===== src/rtl/execute_mc.sv =====
// Y86-64 execute stage: ALU, condition codes, cmov/jump condition, store-data forwarding,
// plus a multi-cycle unsigned MUL/DIVU/REMU unit (radix-2, one bit per cycle).
// Single-cycle ops are combinational; multi-cycle ops stall for XLEN+1 cycles, result shows in DONE.
module execute_mc #(
  parameter int         XLEN      = 64,
  parameter bit         MULDIV_EN = 1'b1,
  parameter logic [2:0] CC_RST    = 3'b100
) (
  input  logic            clk_i,
  input  logic            rst_i,
  input  logic [3:0]      E_icode_i,
  input  logic [3:0]      E_ifun_i,
  input  logic [XLEN-1:0] E_valC_i,
  input  logic [XLEN-1:0] E_valA_i,
  input  logic [XLEN-1:0] E_valB_i,
  input  logic [3:0]      E_dstE_i,
  input  logic [3:0]      E_dstM_i,
  input  logic [3:0]      E_srcA_i,
  input  logic [3:0]      M_dstM_i,
  input  logic [XLEN-1:0] m_valM_i,
  input  logic [2:0]      m_stat_i,
  input  logic [2:0]      W_stat_i,
  output logic            e_Cnd_o,
  output logic [XLEN-1:0] e_valA_o,
  output logic [XLEN-1:0] e_valE_o,
  output logic [3:0]      e_dstE_o,
  output logic [3:0]      e_dstM_o,
  output logic            e_stall_o
);
  localparam logic [3:0] I_RRMOVQ = 4'h2, I_IRMOVQ = 4'h3, I_RMMOVQ = 4'h4, I_MRMOVQ = 4'h5;
  localparam logic [3:0] I_OPQ = 4'h6, I_CALL = 4'h8, I_RET = 4'h9, I_PUSHQ = 4'hA, I_POPQ = 4'hB;
  localparam logic [3:0] F_ADD = 4'h0, F_SUB = 4'h1, F_AND = 4'h2, F_XOR = 4'h3;
  localparam logic [3:0] F_MUL = 4'h4, F_DIVU = 4'h5, F_REMU = 4'h6;
  localparam logic [3:0] RNONE = 4'hF;
  localparam logic [2:0] SADR = 3'd2, SINS = 3'd3, SHLT = 3'd4;
  localparam logic [XLEN-1:0] STEP = XLEN'(XLEN / 8);

  typedef enum logic [1:0] {S_IDLE, S_BUSY, S_DONE} state_t;

  state_t              state_q;
  logic [6:0]          cnt_q;
  logic [XLEN-1:0]     opa_q;      // multiplicand / divisor (valA)
  logic [2*XLEN-1:0]   acc_q;      // MUL: {hi, lo/multiplier}; DIV: {remainder, quotient/dividend}
  logic [3:0]          fun_q;
  logic [2:0]          cc_q;       // {ZF, SF, OF}

  logic [XLEN-1:0] alu_a, alu_b, alu_res, md_res, val_e;
  logic [3:0]      alu_fun;
  logic            alu_of, md_of, of_new, md_fun, md_start, exc, cc_we;
  logic [XLEN:0]   mul_sum, rem_sh, div_diff;
  logic [2*XLEN-1:0] mul_next, div_next;

  assign exc = (m_stat_i == SADR) || (m_stat_i == SINS) || (m_stat_i == SHLT) ||
               (W_stat_i == SADR) || (W_stat_i == SINS) || (W_stat_i == SHLT);
  assign md_fun   = MULDIV_EN && (E_ifun_i >= F_MUL) && (E_ifun_i <= F_REMU);
  assign md_start = (state_q == S_IDLE) && (E_icode_i == I_OPQ) && md_fun;
  // Reset forces the stall low even while a multi-cycle op is still presented.
  assign e_stall_o = !rst_i && (md_start || (state_q == S_BUSY));

  // Operand and function selection for the single-cycle ALU (B op A).
  always_comb begin
    alu_a = '0;
    alu_b = '0;
    case (E_icode_i)
      I_RRMOVQ, I_OPQ:            alu_a = E_valA_i;
      I_IRMOVQ, I_RMMOVQ, I_MRMOVQ: alu_a = E_valC_i;
      I_CALL, I_PUSHQ:            alu_a = '0 - STEP;
      I_RET, I_POPQ:              alu_a = STEP;
      default:                    alu_a = '0;
    endcase
    case (E_icode_i)
      I_RMMOVQ, I_MRMOVQ, I_OPQ, I_CALL, I_PUSHQ, I_RET, I_POPQ: alu_b = E_valB_i;
      default:                                                   alu_b = '0;
    endcase
    alu_fun = (E_icode_i == I_OPQ) ? E_ifun_i : F_ADD;
  end

  // Single-cycle ALU; ifun values outside the basic four (incl. MUL/DIV with MULDIV_EN=0) add.
  always_comb begin
    alu_res = alu_b + alu_a;
    alu_of  = (alu_a[XLEN-1] == alu_b[XLEN-1]) && (alu_res[XLEN-1] != alu_a[XLEN-1]);
    case (alu_fun)
      F_SUB: begin
        alu_res = alu_b - alu_a;
        alu_of  = (alu_a[XLEN-1] != alu_b[XLEN-1]) && (alu_res[XLEN-1] != alu_b[XLEN-1]);
      end
      F_AND: begin alu_res = alu_b & alu_a; alu_of = 1'b0; end
      F_XOR: begin alu_res = alu_b ^ alu_a; alu_of = 1'b0; end
      default: ;
    endcase
  end

  // One iteration of shift-add multiply and restoring divide; divisor 0 naturally yields
  // an all-ones quotient and leaves the dividend in the remainder.
  always_comb begin
    mul_sum  = {1'b0, acc_q[2*XLEN-1:XLEN]} + (acc_q[0] ? {1'b0, opa_q} : '0);
    mul_next = {mul_sum, acc_q[XLEN-1:1]};
    rem_sh   = {acc_q[2*XLEN-1:XLEN], acc_q[XLEN-1]};
    div_diff = rem_sh - {1'b0, opa_q};
    div_next = div_diff[XLEN] ? {rem_sh[XLEN-1:0], acc_q[XLEN-2:0], 1'b0}
                              : {div_diff[XLEN-1:0], acc_q[XLEN-2:0], 1'b1};
    md_res   = (fun_q == F_REMU) ? acc_q[2*XLEN-1:XLEN] : acc_q[XLEN-1:0];
    md_of    = (fun_q == F_MUL) && (acc_q[2*XLEN-1:XLEN] != '0);
  end

  // Result mux, new condition codes and the write enable.
  always_comb begin
    val_e  = (state_q == S_DONE) ? md_res : alu_res;
    of_new = (state_q == S_DONE) ? md_of  : alu_of;
    cc_we  = (E_icode_i == I_OPQ) && !exc &&
             (((state_q == S_IDLE) && !md_start) || (state_q == S_DONE));
  end

  // Multi-cycle FSM: latch operands on start, iterate XLEN times, present result for one cycle.
  always_ff @(posedge clk_i or posedge rst_i) begin
    if (rst_i) begin
      state_q <= S_IDLE;
      cnt_q   <= '0;
      opa_q   <= '0;
      acc_q   <= '0;
      fun_q   <= '0;
    end else begin
      case (state_q)
        S_IDLE: if (md_start) begin
          opa_q   <= E_valA_i;
          acc_q   <= {{XLEN{1'b0}}, E_valB_i};
          fun_q   <= E_ifun_i;
          cnt_q   <= 7'(XLEN);
          state_q <= S_BUSY;
        end
        S_BUSY: if (exc) begin
          cnt_q   <= '0;
          state_q <= S_IDLE;
        end else begin
          acc_q <= (fun_q == F_MUL) ? mul_next : div_next;
          cnt_q <= cnt_q - 7'd1;
          if (cnt_q == 7'd1) state_q <= S_DONE;
        end
        S_DONE:  state_q <= S_IDLE;
        default: state_q <= S_IDLE;
      endcase
    end
  end

  // Condition-code register.
  always_ff @(posedge clk_i or posedge rst_i) begin
    if (rst_i)      cc_q <= CC_RST;
    else if (cc_we) cc_q <= {(val_e == '0), val_e[XLEN-1], of_new};
  end

  // Branch / cmov condition from the current condition codes.
  always_comb begin
    case (E_ifun_i)
      4'd0:    e_Cnd_o = 1'b1;
      4'd1:    e_Cnd_o = (cc_q[1] ^ cc_q[0]) | cc_q[2];
      4'd2:    e_Cnd_o = cc_q[1] ^ cc_q[0];
      4'd3:    e_Cnd_o = cc_q[2];
      4'd4:    e_Cnd_o = !cc_q[2];
      4'd5:    e_Cnd_o = !(cc_q[1] ^ cc_q[0]);
      4'd6:    e_Cnd_o = !(cc_q[1] ^ cc_q[0]) && !cc_q[2];
      default: e_Cnd_o = 1'b0;
    endcase
  end

  assign e_valE_o = val_e;
  assign e_valA_o = (((E_icode_i == I_RMMOVQ) || (E_icode_i == I_PUSHQ)) && (E_srcA_i == M_dstM_i))
                    ? m_valM_i : E_valA_i;
  assign e_dstE_o = ((E_icode_i == I_RRMOVQ) && !e_Cnd_o) ? RNONE : E_dstE_i;
  assign e_dstM_o = E_dstM_i;
endmodule


===== config.mk =====
export PLATFORM = sky130hd
export DESIGN_NAME = execute_mc
export DESIGN_NICKNAME = d
export VERILOG_FILES = /design/src/rtl/execute_mc.sv
export SDC_FILE = /design/constraint.sdc
export NUM_CORES = 2
export LEC_CHECK = 0
export BUFFER_PORTS_ARGS = -buffer_cell sky130_fd_sc_hd__buf_2
export CAP_MARGIN = 30
export CORE_ASPECT_RATIO = 1.2
export CORE_MARGIN = 1
export CORE_UTILIZATION = 45
export CTS_BUF_LIST = sky130_fd_sc_hd__clkbuf_4
export DETAILED_ROUTE_END_ITERATION = 6
export GPL_TIMING_DRIVEN = 1
export RECOVER_POWER = 100
export SYNTH_ARGS = -nofsm -noshare
export SYNTH_HDL_FRONTEND = slang
export SYNTH_SLANG_ARGS = --single-unit

===== constraint.sdc =====
create_clock -name clk_i -period 16.82 [get_ports clk_i]
set_clock_uncertainty 0.05 [all_clocks]
set_input_delay 2.523 -clock clk_i [delete_from_list [all_inputs] [get_ports clk_i]]
set_output_delay 2.523 -clock clk_i [all_outputs]
set_load 0.1 [all_outputs]

# After elaboration in Yosys (flattened, before gate mapping)
# Cells that the tools add are included.
[totals]
register_bits = 208
in_bits = 288
output_inout_bits = 138
[classes]
addsub = 5
order_cmp = 2
n_eq_ne = 37
n_mux = 24
bitwise = 4
n_reduce_logical = 42
[ops]
columns = ["op", "n"]
rows = [
  ["$mux 128", 4],
  ["$mux 64", 5],
  ["$pmux 128 s2", 1],
  ["$pmux 64 s4", 1],
  ["$pmux 64 s3", 1],
  ["$add 64x64->65", 1],
  ["$sub 65x64->65", 1],
  ["$add 64x64->64", 1],
  ["$and 64x64->64", 1],
  ["$logic_not 64->1", 1],
  ["$reduce_bool 64->1", 1],
  ["$sub 64x64->64", 1],
  ["$xor 64x64->64", 1],
  ["$eq 4x3->1 const B", 8],
  ["$eq 4x2->1 const B", 6],
  ["$eq 4x4->1 const B", 4],
  ["$mux 7", 2],
  ["$pmux 7 s2", 1],
  ["$logic_and 1x1->1", 13],
  ["$eq 3x2->1 const B", 4],
  ["$eq 4x1->1 const B", 2],
  ["$logic_or 1x1->1", 8],
  ["$mux 4", 2],
  ["$reduce_or 2->1", 4],
  ["27 further kinds", 40],
]

# Longest topological paths before layout
[logic_depth]
depth_word = 9
mapped_depth = 22

# Worst setup path before layout
# No wires, ideal clock.
[synth_path]
path_type = "input to output"
startpoint = "input port E_icode_i[1]"
endpoint = "output port e_valE_o[62]"
t_arrival_ps = 8627
path_slack_ps = 5620
stages = 18
n_path_buf = 3
cell_sequence = "buf_2 nand2_1 mux2_2 nor2_1 clkbuf_1 a221oi_1 ha_1 clkbuf_1 a21oi_1 o21ai_0 a21o_1 o21a_1 or4_1 o21ai_1 o31ai_1 a221oi_1 mux2_2 a211oi_1"
[synth_between]
elab_chain_len = 6
[synth_lines]
columns = ["item", "line_no", "source"]
rows = [
  ["start, declared", "11", "input logic [3:0] E_icode_i,"],
  ["$eq 4x3->1 (tied with other cells)", "64, 71", ""],
  ["$reduce_or 3->1 (tied with other cells)", "64", "case (E_icode_i)"],
  ["$pmux 64 s4 / $mux 64 (equally long branches)", "64, 71", ""],
  ["$add 64x64->64 (tied with other cells)", "80", "alu_res = alu_b + alu_a;"],
  ["$pmux 64 s3 *", "82", "case (alu_fun)"],
  ["$mux 64 *", "108", "val_e = (state_q == S_DONE) ? md_res : alu_res;"],
  ["end, declared", "25", "output logic [XLEN-1:0] e_valE_o,"],
]
# Mark *: on every way between the ends. The rest lies on a longest branch, timed or not.

# Worst setup path in the final report
[layout_path]
startpoint = "input port E_icode_i[0]"
endpoint = "output port e_valE_o[63]"
# The elaborated chain is that of the path after synthesis.

==> metrics <==
Tmin final 13800 ps; largest net degree at the start of global routing 98; Synth Cell Area 31770 um^2; CP Capture Type primary output; CTS tree built; Fin. Hold Viols 0; CP Data Required Time 14250 ps; Tot GR Track Use 0.4296; PD cells 110.8 nW/um^2; Final #Nets 5273; Row Count 106; FMAX 72.47 MHz; CP max FO 55; drt pass-1 iters 7; outcome complete, but fails checks; Post-Synthesis Mean Instance Area 7.093 um^2; Hold Crit Class register to register; most frequent cells in the layout nand2_1 (556), a21oi_1 (473), o21ai_0 (358); clock-pin slew on the worst setup and hold paths 60 ps; Horiz. Die Dim 244.6 um; first-pass GRT wire length 230.2 mm; Seq/Total Area, Yosys 0.1639; Num CTS Buffers 61; number of flops mapped to enable cells by yosys 0; hold_buf cts 0; clock tree sinks 208; Synth Net Count 5033; clk_lat worst skew 930 ps; register area 5207 um^2; failing checks max-capacitance violations, max-slew violations; reg2reg setup slack 7510 ps; RD Place Congestion 1.048; cells after synthesis 4479; startpoint types input port; DIE HEIGHT 293.1 um; vias in the first global route 33840; RSZ-0062 raised after global routing no; IO Port Bufs 417; area leader, netlist dfrtp_1; Post-Place Worst Slack 5810 ps; Primary FF master, synth dfrtp_1; grt total ovfl 0; Max Cap Violations 9; placed cell count 5574; Final setup viols 0; initial antenna violation count 11; via/cell ratio 6.571; Worst EP arrival 11230 ps; final number of max-transition violations 548; DRT Wirelength 159.3 mm; H-tree levels 2; Lkg Pwr 16.00 nW; final critical-path setup slack 3021 ps; post-synthesis cell type count 94; Final Cycle Share 0.8204; non-filler cells, final 5695; share of layout cells above drive strength 1 0.1325; Rel. slew slack -2.138; Die ar. 71670 um^2; area of the multi-input gates 24630 um^2; Crit Path Class input port to primary output; core area 69760 um^2; clk root buf clkbuf_4; Seq cells post-synth 208; Initial Util 0.4554; DRT iter0 DRCs 4802; Fillers 7369; setup tns final 0 ps; DR vias 37420; Layout area overhead 10.07%; Post-CTS Setup Repair Bufs 0; Post-DP HPWL 124.5 mm; routed len/inst 27.98 um; Hold Path Cell Cnt 1; ys async rst share 1.000; Slew @ Worst Pin 4681 ps; Syn. warnings 0; Clock Path Buffers 3; share of Yosys cell area claimed by the top area cell type 0.1630; Final ANT Viol Nets 0; PostCTS Resize Cnt 0; worst vdd ir 80.82 uV; DRC violations left 0; Synth area leaders dfrtp_1 (16%), ha_1 (10%), a21oi_1 (7.5%); commonest non-fill, non-tap cell in the layout nand2_1; Register-to-Register Path Depth 5; top-level I/O count 426
[path summary, 6_finish.rpt]
check / startpoint / end
worst min-delay path: cnt_q[5]$_DFFE_PP0P_ / cnt_q[5]$_DFFE_PP0P_
max in group asynchronous: rst_i / acc_q[87]$_DFFE_PP0P_
worst max-delay path: E_icode_i[0] / e_valE_o[63]
min in group asynchronous: rst_i / cnt_q[0]$_DFFE_PP0P_
worst min register to register: cnt_q[5]$_DFFE_PP0P_ / cnt_q[5]$_DFFE_PP0P_
worst max register to register: state_q[0]$_DFFE_PP0P_ / acc_q[16]$_DFFE_PP0P_
[flip-flops by register name (all words and copies together) (netlist names)]
register  cells
state_q       2
opa_q        64
cc_q          3
acc_q       128
fun_q         4
cnt_q         7
[metrics by stage]
step / utilization / hold slack (ps) / total power [mW] / area (um^2)
floorplan: - / 398.1 / 2.610 / 31770
global placement: 0.4922 / 419.4 / 3.282 / 34340
detailed placement: 0.4924 / 421.8 / 3.288 / 34350
CTS: 0.5040 / 439.2 / 3.837 / 35160
global route: 0.5012 / 471.5 / 4.115 / 34960
finish: 0.5013 / 438.5 / 3.876 / 34970
[worst max-delay path, stage by stage]
cell and delay, ps:
clkbuf_1 200, nor2_1 190, and2_0 580, clkbuf_1 2170, a221oi_1 730, ha_1 760, nand2b_1 180, nor4_1 780
nand2_1 100, o311ai_0 1280, a21oi_1 250, o21ai_0 450, mux2i_1 130, a32oi_1 160, o211a_1 240, buf_2 450
[cell usage after synthesis (all sizes together) (112+ instances only)]
| library cell | count |
|---|---|
| a21o | 118 |
| a21oi | 475 |
| clkbuf | 253 |
| dfrtp | 207 |
| ha | 262 |
| inv | 231 |
| mux2 | 141 |
| nand2 | 558 |
| nand3 | 119 |
| nor2 | 285 |
| nor2b | 112 |
| o21ai | 383 |
| xnor2 | 115 |
[routing by layer]
layer,global-route usage,vias up,share of wire
li1,-,16870,-
met3,0.1039,348,0.12
met4,0.1631,8,0.044
met1,0.6168,17920,0.43
met2,0.6120,2279,0.41
met5,0,-,0.00033
[logic make-up after synthesis]
kind of cell / share of synthesized area
AOI/OAI and AO/OA: 0.3131
buffers and inverters: 0.06305
xor gates and xnor gates: 0.04797
muxes: 0.07057
and+or+nand+nor: 0.2357
adders and majority gates: 0.1057
DFF: 0.1639
[power breakdown]
group | internal, mW | leakage, nW | switching, mW | total, mW
Combinational | 0.830 | 12.8 | 1.73 | 2.56
Clock | 0.264 | 0.473 | 0.272 | 0.536
Sequential | 0.606 | 2.75 | 0.177 | 0.783
[layout make-up]
cell class / count / area share
antenna: 6 / 0.0004294
timing repair buffer: 468 / 0.06537
clock buffer: 84 / 0.01803
clock inverter: 31 / 0.005224
inverter: 231 / 0.02483
sequential: 208 / 0.1489
multi-input combinational: 3749 / 0.7044
tap: 918 / 0.03285
No activity file was read; power rests on OpenSTA's default activity.
